`src/rtl/stopwatch_ctrl_if.sv`:
```
// ---------------------------------------------------------------------------
// stopwatch_ctrl_if
//   Bundles the scan-code input strobe and the stopwatch control outputs.
//   master : the side that sends scan codes and observes the controls (PS/2
//            receiver / test harness).
//   slave  : the stopwatch sequencer.
//   Signals
//     key_valid  one-cycle strobe, key_code holds a received byte
//     key_code   [7:0] PS/2 scan-code byte
//     tick_inc   one-cycle increment pulse to the LSB digit counter
//     cnt_clear  one-cycle clear pulse to all digit counters
//     lap_hold   display latches frozen (lap view)
//     running    counting (RUN or LAP)
//     state      [1:0] FSM state: 0 IDLE, 1 RUN, 2 PAUSE, 3 LAP
// ---------------------------------------------------------------------------
interface stopwatch_ctrl_if;
  logic       key_valid;
  logic [7:0] key_code;
  logic       tick_inc;
  logic       cnt_clear;
  logic       lap_hold;
  logic       running;
  logic [1:0] state;

  modport master (
    output key_valid, key_code,
    input  tick_inc, cnt_clear, lap_hold, running, state
  );

  modport slave (
    input  key_valid, key_code,
    output tick_inc, cnt_clear, lap_hold, running, state
  );
endinterface

```
`src/rtl/stopwatch_ctrl.sv`:
```
// ---------------------------------------------------------------------------
// stopwatch_ctrl
//   Stopwatch sequencer between the PS/2 scan-code receiver and the BCD
//   counter chain. Decodes make/break scan codes into start/stop, clear and
//   lap commands, runs the IDLE/RUN/PAUSE/LAP FSM, produces the 1/TICK_HZ
//   increment pulse for the LSB digit and the clear pulse for all digits.
//
//   Ports
//     clk   system clock
//     rst   synchronous, active-high reset
//     bus   stopwatch_ctrl_if.slave (key_valid/key_code in; tick_inc,
//           cnt_clear, lap_hold, running, state out)
//
//   Parameters
//     CLK_HZ, TICK_HZ  prescaler divide DIV = CLK_HZ/TICK_HZ (integer, >= 2)
//     KEY_SS, KEY_CLR, KEY_LAP  make codes of the three command keys
//
//   Build option
//     SWC_REPEAT_FILTER_EN  when defined, a make code equal to the last
//                           accepted make code (no break of that key in
//                           between) is dropped, suppressing typematic
//                           auto-repeat.
// ---------------------------------------------------------------------------
module stopwatch_ctrl #(
  parameter int unsigned CLK_HZ  = 100_000_000,
  parameter int unsigned TICK_HZ = 100,
  parameter logic [7:0]  KEY_SS  = 8'h1B,
  parameter logic [7:0]  KEY_CLR = 8'h2D,
  parameter logic [7:0]  KEY_LAP = 8'h4B
) (
  input  logic             clk,
  input  logic             rst,
  stopwatch_ctrl_if.slave  bus
);

  localparam int unsigned DIV = CLK_HZ / TICK_HZ;
  localparam int unsigned PW  = (DIV > 2) ? $clog2(DIV) : 1;
  localparam logic [PW-1:0] PMAX = PW'(DIV - 1);

  localparam logic [7:0] CODE_BRK = 8'hF0;
  localparam logic [7:0] CODE_EXT = 8'hE0;

  typedef enum logic [1:0] {
    S_IDLE  = 2'd0,
    S_RUN   = 2'd1,
    S_PAUSE = 2'd2,
    S_LAP   = 2'd3
  } state_e;

  state_e        state_q, state_d;
  logic [PW-1:0] presc_q, presc_d;
  logic          brk_q, brk_d;
  logic          tick_q, tick_d;
  logic          clr_q, clr_d;

  // ---------------- scan decode ----------------
  logic is_brk, is_ext, is_rel, is_make, make_ok;
  logic cmd_ss, cmd_clr, cmd_lap;

  assign is_brk  = bus.key_valid && (bus.key_code == CODE_BRK);
  assign is_ext  = bus.key_valid && (bus.key_code == CODE_EXT);
  // Byte after F0 is the released key: swallowed, never a command.
  assign is_rel  = bus.key_valid && !is_brk && !is_ext && brk_q;
  assign is_make = bus.key_valid && !is_brk && !is_ext && !brk_q;

`ifdef SWC_REPEAT_FILTER_EN
  logic [7:0] last_q, last_d;

  // Typematic repeat resends the make code with no break in between.
  assign make_ok = is_make && (bus.key_code != last_q);

  always_comb begin
    last_d = last_q;
    if (is_rel && (bus.key_code == last_q))
      last_d = 8'h00;
    else if (cmd_ss || cmd_clr || cmd_lap)
      last_d = bus.key_code;
  end

  always_ff @(posedge clk) begin
    if (rst) last_q <= 8'h00;
    else     last_q <= last_d;
  end
`else
  assign make_ok = is_make;
`endif

  assign cmd_ss  = make_ok && (bus.key_code == KEY_SS);
  assign cmd_clr = make_ok && (bus.key_code == KEY_CLR);
  assign cmd_lap = make_ok && (bus.key_code == KEY_LAP);

  always_comb begin
    brk_d = brk_q;
    if (is_brk)      brk_d = 1'b1;
    else if (is_rel) brk_d = 1'b0;
  end

  // ---------------- FSM ----------------
  logic running_w;
  assign running_w = (state_q == S_RUN) || (state_q == S_LAP);

  always_comb begin
    state_d = state_q;
    clr_d   = 1'b0;
    unique case (state_q)
      S_IDLE: begin
        if (cmd_ss)       state_d = S_RUN;
        else if (cmd_clr) clr_d   = 1'b1;
      end
      S_RUN: begin
        if (cmd_ss)       state_d = S_PAUSE;
        else if (cmd_lap) state_d = S_LAP;
      end
      S_PAUSE: begin
        if (cmd_ss) state_d = S_RUN;
        else if (cmd_clr) begin
          state_d = S_IDLE;
          clr_d   = 1'b1;
        end
      end
      S_LAP: begin
        if (cmd_lap)     state_d = S_RUN;
        else if (cmd_ss) state_d = S_PAUSE;
      end
      default: state_d = S_IDLE;
    endcase
  end

  // ---------------- prescaler / tick ----------------
  // Counting and the tick decision use the pre-transition state, so a stop
  // key landing on the wrap cycle still gets its final tick. Entering IDLE
  // (only reachable via clear) zeroes the partial period.
  always_comb begin
    presc_d = presc_q;
    if (state_d == S_IDLE)
      presc_d = '0;
    else if (running_w)
      presc_d = (presc_q == PMAX) ? '0 : presc_q + 1'b1;
  end

  assign tick_d = running_w && (presc_q == PMAX);

  always_ff @(posedge clk) begin
    if (rst) begin
      state_q <= S_IDLE;
      presc_q <= '0;
      brk_q   <= 1'b0;
      tick_q  <= 1'b0;
      clr_q   <= 1'b0;
    end else begin
      state_q <= state_d;
      presc_q <= presc_d;
      brk_q   <= brk_d;
      tick_q  <= tick_d;
      clr_q   <= clr_d;
    end
  end

  // ---------------- outputs ----------------
  assign bus.tick_inc  = tick_q;
  assign bus.cnt_clear = clr_q;
  assign bus.lap_hold  = (state_q == S_LAP);
  assign bus.running   = running_w;
  assign bus.state     = state_q;

endmodule

```
`src/flat_wrapper.sv`:
```
// flat-port wrapper written by rule: the top's interface ports become plain ports
module stopwatch_ctrl_flat 
#(
  parameter int unsigned CLK_HZ  = 100_000_000,
  parameter int unsigned TICK_HZ = 100,
  parameter logic [7:0]  KEY_SS  = 8'h1B,
  parameter logic [7:0]  KEY_CLR = 8'h2D,
  parameter logic [7:0]  KEY_LAP = 8'h4B
)
  (clk, rst, bus_key_valid, bus_key_code, bus_tick_inc, bus_cnt_clear, bus_lap_hold, bus_running, bus_state);
  stopwatch_ctrl_if bus_i ();
  input  logic clk;
  input  logic rst;
  input wire logic [$bits(bus_i.key_valid)-1:0] bus_key_valid;
  input wire logic [$bits(bus_i.key_code)-1:0] bus_key_code;
  output wire logic [$bits(bus_i.tick_inc)-1:0] bus_tick_inc;
  output wire logic [$bits(bus_i.cnt_clear)-1:0] bus_cnt_clear;
  output wire logic [$bits(bus_i.lap_hold)-1:0] bus_lap_hold;
  output wire logic [$bits(bus_i.running)-1:0] bus_running;
  output wire logic [$bits(bus_i.state)-1:0] bus_state;
  assign bus_i.key_valid = bus_key_valid;
  assign bus_i.key_code = bus_key_code;
  assign bus_tick_inc = bus_i.tick_inc;
  assign bus_cnt_clear = bus_i.cnt_clear;
  assign bus_lap_hold = bus_i.lap_hold;
  assign bus_running = bus_i.running;
  assign bus_state = bus_i.state;
  stopwatch_ctrl #(.CLK_HZ(CLK_HZ), .TICK_HZ(TICK_HZ), .KEY_SS(KEY_SS), .KEY_CLR(KEY_CLR), .KEY_LAP(KEY_LAP)) u_core (.clk(clk), .rst(rst), .bus(bus_i));
endmodule
```
`config.mk`:
```
export PLATFORM = sky130hd
export DESIGN_NAME = stopwatch_ctrl_flat
export DESIGN_NICKNAME = d
export VERILOG_FILES = /design/src/rtl/stopwatch_ctrl_if.sv /design/src/rtl/stopwatch_ctrl.sv /design/src/flat_wrapper.sv
export SDC_FILE = /design/constraint.sdc
export NUM_CORES = 1
export LEC_CHECK = 0
export BUFFER_PORTS_ARGS = -buffer_cell sky130_fd_sc_hd__buf_2
export CAP_MARGIN = 10
export CORE_MARGIN = 10
export CORE_UTILIZATION = 30
export DETAILED_ROUTE_END_ITERATION = 10
export SYNTH_ARGS = -nofsm -noshare
export SYNTH_HDL_FRONTEND = slang
export SYNTH_SLANG_ARGS = --single-unit
```
`constraint.sdc`:
```
create_clock -name clk -period 2.6 [get_ports clk]
set_input_delay 0.78 -clock clk [delete_from_list [all_inputs] [get_ports clk]]
set_output_delay 0.78 -clock clk [all_outputs]
set_load 0.02 [all_outputs]
```
==> flow_summary.ini, run 1 <==
[outcome]
status = finished clean

[global_route]
grt-ovfl-total = 0
grt.met3_usage = 0.0303
grt_use_met2 = 0.128
busiest_layer = met2
grt_pass1_vias = 1104
antenna_found_initial = 0
grt_pass1_wl_um = 5130
grt_use_total = 0.0828
grt_use_met1 = 0.100
grt_max_degree = 14

[final_layout]
diodes = 0
fillers = 440
syn2layout_area_growth_pct = 14.7
drive_gt1_frac = 0.166
post-route-util = 0.363
fin_nets = 188
multiInputGateArea_um2 = 751
finalInstanceArea_um2 = 1500
register_area_um2 = 500

[die]
rows = 23
die_w_um = 85.9
core_um2 = 4120
io_pins = 17
start_util = 0.317
die_area_um2 = 7380
die_h_um = 85.9

[logic_synthesis]
syn_inst = 157
avgSynthCellArea_um2 = 8.30
synth_common_cells = 25 x dfxtp_1, 15 x nor2_1, 11 x a21oi_1, 11 x nand2_1, 8 x nand3_1
yosysMostFrequentCell = dfxtp_1
synth_top_cell_area_share = 0.384
synth_edf_count = 0
synth_nets = 169
mappedNetlistArea_um2 = 1300
ys_ff_latch = 25
ys_types = 37
postSynth.asyncResetShare = 0
synth_top_area_cell = dfxtp_1
synthTopCellsByArea = dfxtp_1 38%, xnor2_1 4.7%, nor2_1 4.3%
yosysWarnings = 0
synthFlopType = dfxtp_1
seq_area_frac_synth = 0.384

[pwr]
clkPwrFrac = 0.365
p_sw_w = 0.000139
switching_share = 0.216
ir_worst_vdd_mv = 0.309
p_per_area_nw_per_um2 = 431
combPwrFrac = 0.039
seqPwrFrac = 0.596
p_int_w = 0.000505
p_leak_nw = 0.464

[cts]
cts_sinks = 25
cts_tree = done
clkLatencyLatePin_ns = 0.27
clkTransAtPathRegs_ns = 0.08
cts-buffers-inserted = 3
cts_resized = 0
htree_levels = 1
clk_root_buffer_cell = clkbuf_8
ctsHoldBuffers = 0
postCtsSetupRepairBufs = 0
clockBufferDepth = 2

[worst_setup_path]
critPathMaxFanout = 13
cp-end-kind = flip-flop
critPathRequiredTime_ns = 2.74
arrival_ns = 2.38
path_cells = or4_1 > or4_4 > o221ai_2 > nor2_1
max_stage_delay_ns = 0.57
worstSetupStartpointType = flip-flop
critPathSlowestCell = or4_4
crit_type = flip-flop to flip-flop

[drt]
ant_nets = 0
routedWlPerCell_um = 13.5
vias = 1195
drt_wl_total_um = 3030
avgViaCountPerCell = 5.31
route.detailed.drc = 0
firstDrtPassIters = 4
drtIter0Drc = 71

[timing]
tns_ns = 0
fin_crit_ns = 2.24
slew_violations = 0
hold_violations = 0
max_freq_ghz = 0.447
clock_skew_ns = 0.00221
relSlewSlack = 0.573
rsz0062_at_grt = false
period_share = 0.861
setup_violations = 0
worst_pin_slew_ns = 0.641

[flow_run]
cap_viol_max_count = 0

[placed_design]
hpwlAfterDp_um = 2300
place_congestion = 0.794
placed_area_um2 = 1450
port_buffers = 16

[hold_path]
min_path_type = flip-flop to flip-flop
-- per-layer routing --
layer,wire (um),vias to the layer above
met5,0,-
met4,37,0
met3,152,4
met2,1370,23
met1,1470,543
li1,-,625
-- worst max-delay path: cells and delay by family (launching register included) --
kind               cells  cell delay [ns]
AOI/OAI and AO/OA      1             0.52
DFF                    1             0.36
and+or+nand+nor        3             1.23
-- cell usage in the layout (no fill, tap or decap), types with 2 or more instances in the layout --
cell      count
a21oi_1      11
a31oi_1       2
and3_1        2
buf_2        16
buf_4         5
clkbuf_8      3
dfxtp_1      25
inv_1         5
nand2_1      11
nand3_1       8
nand4_1       5
nand4b_1      2
nor2_1       15
nor3_1        6
nor4_1        3
nor4b_1       3
o211ai_1      2
o21ai_0       7
o31ai_1       3
or2_2         2
or3_1         5
or4_1         7
or4b_1        2
xnor2_1       7
xor2_1        5
-- metrics by stage --
| stage | hold slack [ns] | setup slack (ns) | cells | total power [W] |
|---|---|---|---|---|
| after global placement | 0.470 | 0.195 | 221 | 0.000417 |
| after detailed placement | 0.475 | 0.167 | 221 | 0.000418 |
| final | 0.484 | 0.362 | 225 | 0.000644 |
| after floorplan | 0.452 | 0.307 | 157 | 0.000402 |
| after CTS | 0.487 | 0.325 | 225 | 0.000654 |
| after global routing | 0.503 | 0.227 | 225 | 0.000674 |
-- cells by family (layout without fill, tap and decap cells) --
| group | count (synthesis) | in the layout | share of synthesized area |
|---|---|---|---|
| fa+ha+maj | 1 | 1 | 0.00960 |
| compound gates | 29 | 29 | 0.135 |
| simple gates | 78 | 78 | 0.350 |
| flops | 25 | 25 | 0.384 |
| buf+inv | 12 | 30 | 0.0403 |
| xor+xnor | 12 | 12 | 0.0806 |
-- power groups by stage --
stage / Clock (W) / Sequential (W) / Combinational (W)
after detailed placement: 0 / 0.000393 / 0.0000251
after floorplan: 0 / 0.000392 / 0.00000952
after global routing: 0.000262 / 0.000384 / 0.0000282
after CTS: 0.000245 / 0.000384 / 0.0000252
after global placement: 0 / 0.000393 / 0.0000245
final: 0.000235 / 0.000384 / 0.0000254
-- worst paths after layout --
path	start	slack (ns)	end	depth (start not counted)
max	u_core.presc_q[7]	0.36	u_core.presc_q[3]	4
min	u_core.presc_q[18]	0.48	u_core.presc_q[18]	2
max reg2reg	u_core.presc_q[7]	0.36	u_core.presc_q[3]	4
min reg2reg	u_core.presc_q[18]	0.48	u_core.presc_q[18]	2
-- flip-flops by register name, summed over array words and instances, names as in the netlist --
| signal | cells |
|---|---|
| u_core.presc_q | 20 |
| u_core.bus.state | 2 |
| u_core.brk_q | 1 |
| u_core.bus.cnt_clear | 1 |
| u_core.bus.tick_inc | 1 |
-- layout make-up --
class | count | area share
Clock buffer | 4 | 0.0301
Inverter | 5 | 0.0126
Multi-Input combinational cell | 120 | 0.502
Sequential cell | 25 | 0.335
Tap cell | 50 | 0.0418
Timing Repair Buffer | 21 | 0.0787
Power figures use the tool's default switching activity.
==> inputs of run 2 (changes only) <==
MAX_ROUTING_LAYER = met4   (was not set)
==> flow_summary.ini, run 2 (synthesis gave the netlist of run 1 again) <==
[outcome]
status = finished clean

[cts]
ctsHoldBuffers = 0
clkLatencyLatePin_ns = 0.27
clockBufferDepth = 2
postCtsSetupRepairBufs = 0
cts_sinks = 25
clkTransAtPathRegs_ns = 0.09
cts-buffers-inserted = 3
htree_levels = 1
cts_tree = done
clk_root_buffer_cell = clkbuf_8
cts_resized = 0

[timing]
tns_ns = 0
setup_violations = 0
fin_ws_ns = 0.362
worst_pin_slew_ns = 0.640
period_share = 0.861
relSlewSlack = 0.574
clock_skew_ns = 0.00227
slew_violations = 0
max_freq_ghz = 0.447
hold_violations = 0
fin_crit_ns = 2.24
rsz0062_at_grt = false

[die]
rows = 23
die_area_um2 = 7380
start_util = 0.317
die_w_um = 85.9
io_pins = 17
die_h_um = 85.9
core_um2 = 4120

[drt]
drt_wl_total_um = 3030
ant_nets = 0
vias = 1192
avgViaCountPerCell = 5.30
routedWlPerCell_um = 13.5
route.detailed.drc = 0
drtIter0Drc = 71
firstDrtPassIters = 4

[final_layout]
largest_reg_flops = 20
fin_nets = 188
fillers = 440
syn2layout_area_growth_pct = 14.7
drive_gt1_frac = 0.166
final_cell_mix = 25 x dfxtp_1, 16 x buf_2, 15 x nor2_1, 11 x nand2_1, 11 x a21oi_1
final_common_cell = dfxtp_1
largest_register = u_core.presc_q
register_area_um2 = 500
multiInputGateArea_um2 = 751
diodes = 0

[placed_design]
place_congestion = 0.805
pre_cts_slack_ns = 0.167
hpwlAfterDp_um = 2300
port_buffers = 16

[global_route]
grt_pass1_wl_um = 5130
grt-ovfl-total = 0
grt_pass1_vias = 1104
antenna_found_initial = 0
grt_use_total = 0.0851
grt_max_degree = 14

[flow_run]
cap_viol_max_count = 0

[pwr]
seqPwrFrac = 0.595
switching_share = 0.217
p_sw_w = 0.000140
p_int_w = 0.000505
p_per_area_nw_per_um2 = 431
p_leak_nw = 0.464
clkPwrFrac = 0.365
combPwrFrac = 0.039
ir_worst_vdd_mv = 0.310

[worst_setup_path]
critPathSlowestCell = or4_4
path_cells = or4_1 > or4_4 > o221ai_2 > nor2_1
cp-end-kind = flip-flop
critPathMaxFanout = 13
worstSetupStartpointType = flip-flop
max_stage_delay_ns = 0.57
critPathRequiredTime_ns = 2.74
crit_family = simple AND/OR/NAND/NOR gates
crit_type = flip-flop to flip-flop
critPathBufInv = 0
arrival_ns = 2.38

[hold_path]
min_path_type = flip-flop to flip-flop
-- run 2: metrics by stage --
stage | cells | power [W] | instance area (um^2) | hold slack, ns | util
3_5_place_dp | 221 | 0.000418 | 1450 | 0.475 | 0.352
6_report | 225 | 0.000645 | 1500 | 0.484 | 0.363
3_3_place_gp | 221 | 0.000417 | 1450 | 0.470 | 0.352
4_1_cts | 225 | 0.000654 | 1500 | 0.487 | 0.363
2_1_floorplan | 157 | 0.000402 | 1300 | 0.452 | -
5_1_grt | 225 | 0.000674 | 1500 | 0.503 | 0.363
-- run 2: final cells by class --
class,count,area share
multi-input cells,120,0.502
flip-flops and latches,25,0.335
repair buffers,21,0.0787
well taps,50,0.0418
clock buffers,4,0.0301
inverters,5,0.0126
-- run 2: power by group through the flow --
stage	Sequential, W	Combinational, W	Clock, W
2_1_floorplan	0.000392	0.00000952	0
3_3_place_gp	0.000393	0.0000245	0
3_5_place_dp	0.000393	0.0000251	0
4_1_cts	0.000384	0.0000252	0.000245
5_1_grt	0.000384	0.0000282	0.000262
6_report	0.000384	0.0000254	0.000236
-- run 2: path summary, 6_finish.rpt --
kind	startpoint	cells after the start	slack (ns)	to
max	u_core.presc_q[7]	4	0.36	u_core.presc_q[3]
min	u_core.presc_q[18]	2	0.48	u_core.presc_q[18]
max reg2reg	u_core.presc_q[7]	4	0.36	u_core.presc_q[3]
min reg2reg	u_core.presc_q[18]	2	0.48	u_core.presc_q[18]
-- run 2: tightest hold or removal path, delay by kind of cell, from the launching register on --
kind / cells / cell delay (ns)
AOI/OAI and AO/OA: 2 / 0.12
DFF: 1 / 0.33
-- run 2: layer usage --
layer  track usage  part of all wire
met5             -                 0
met4        0.0359             0.012
met3        0.0255             0.030
met2         0.128              0.45
met1         0.103              0.51
==> inputs of run 3 (changes only) <==
BUFFER_PORTS_ARGS = -buffer_cell sky130_fd_sc_hd__clkbuf_2   (was -buffer_cell sky130_fd_sc_hd__buf_2)
CORE_MARGIN = 4   (was 10)
==> flow_summary.ini, run 3 (synthesis gave the netlist of run 1 again) <==
[placed_design]
placed_area_um2 = 1450
place_congestion = 0.793
port_buffers = 16
hpwlAfterDp_um = 2120

[worst_setup_path]
worstSetupStartpointType = flip-flop
critPathRequiredTime_ns = 2.80
crit_type = flip-flop to flip-flop
cp-end-kind = flip-flop
arrival_ns = 2.37
critPathMaxFanout = 8

[timing]
setup_violations = 0
slew_violations = 0
worst_pin_slew_ns = 0.449
max_freq_ghz = 0.462
tns_ns = 0
period_share = 0.832
hold_violations = 0
clock_skew_ns = 0.00244
rsz0062_at_grt = false
relSlewSlack = 0.699
fin_crit_ns = 2.16

[drt]
avgViaCountPerCell = 5.38
firstDrtPassIters = 4
drt_wl_total_um = 2820
route.detailed.drc = 0
drtIter0Drc = 38
vias = 1210
routedWlPerCell_um = 12.5
ant_nets = 0

[cts]
postCtsSetupRepairBufs = 0
cts_resized = 0
cts-buffers-inserted = 3
ctsHoldBuffers = 0
htree_levels = 1
cts_tree = done
clkTransAtPathRegs_ns = 0.08
clockBufferDepth = 2
clk_root_buffer_cell = clkbuf_8
clkLatencyLatePin_ns = 0.26
cts_sinks = 25

[die]
start_util = 0.317
core_um2 = 4120
rows = 23
die_h_um = 73.9
io_pins = 17
die_w_um = 73.9
die_area_um2 = 5460

[global_route]
antenna_found_initial = 0
grt_use_total = 0.111
grt_max_degree = 14
grt_pass1_vias = 1024
grt-ovfl-total = 0
grt_pass1_wl_um = 4750

[flow_run]
cap_viol_max_count = 0

[final_layout]
final_cell_mix = 25 x dfxtp_1, 16 x clkbuf_2, 15 x nor2_1, 11 x nand2_1, 11 x a21oi_1
diodes = 0
drive_gt1_frac = 0.166
post-route-util = 0.363
largest_register = u_core.presc_q
final_common_cell = dfxtp_1
largest_reg_flops = 20
fin_nets = 188
finalInstanceArea_um2 = 1500
syn2layout_area_growth_pct = 14.7

[pwr]
clkPwrFrac = 0.357
p_per_area_nw_per_um2 = 425
p_int_w = 0.000504
p_sw_w = 0.000131
p_leak_nw = 0.460
switching_share = 0.207
seqPwrFrac = 0.604
combPwrFrac = 0.040
ir_worst_vdd_mv = 0.261

[hold_path]
min_path_type = flip-flop to flip-flop

[outcome]
status = finished clean
run 3: cell type report:
cell class	count	area [um^2]
well taps	50	62.6
repair buffers	21	118
flip-flops and latches	25	500
inverters	5	18.8
fillers	443	2620
clock buffers	4	45.0
multi-input cells	120	751
run 3: final timing paths:
path / endpoint / slack (ns) / startpoint / depth (start not counted)
hold reg to reg: u_core.presc_q[18] / 0.49 / u_core.presc_q[18] / 2
setup reg to reg: u_core.presc_q[18] / 0.44 / u_core.presc_q[0] / 5
setup / recovery: u_core.presc_q[18] / 0.44 / u_core.presc_q[0] / 5
hold / removal: u_core.presc_q[18] / 0.49 / u_core.presc_q[18] / 2
run 3: layer usage:
metal | GRT usage | up-vias | wire (um)
met3 | 0.0246 | 4 | 122
li1 | - | 629 | -
met1 | 0.150 | 555 | 1410
met2 | 0.173 | 22 | 1270
met4 | 0.0181 | 0 | 18
met5 | - | - | 0
run 3: critical path: stages, from the launching register on:
cell and delay (ns):
dfxtp_1 0.40, ha_1 0.23, nand2_1 0.17, or4_1 0.66
or4_1 0.50, a21oi_1 0.14
run 3: power by group through the flow:
stage          clock network (W)  registers, W    logic, W
2_1_floorplan                  0      0.000392  0.00000952
3_3_place_gp                   0      0.000393   0.0000244
3_5_place_dp                   0      0.000393   0.0000247
4_1_cts                 0.000238      0.000384   0.0000249
5_1_grt                 0.000256      0.000384   0.0000275
6_report                0.000227      0.000383   0.0000252
run 3: through the flow:
| stage | std cells | setup slack [ns] | hold WS, ns | power, W |
|---|---|---|---|---|
| 6_report | 225 | 0.436 | 0.491 | 0.000635 |
| 5_1_grt | 225 | 0.318 | 0.523 | 0.000667 |
| 4_1_cts | 225 | 0.451 | 0.493 | 0.000647 |
| 3_5_place_dp | 221 | 0.218 | 0.480 | 0.000417 |
| 3_3_place_gp | 221 | 0.242 | 0.472 | 0.000417 |
| 2_1_floorplan | 157 | 0.307 | 0.452 | 0.000402 |
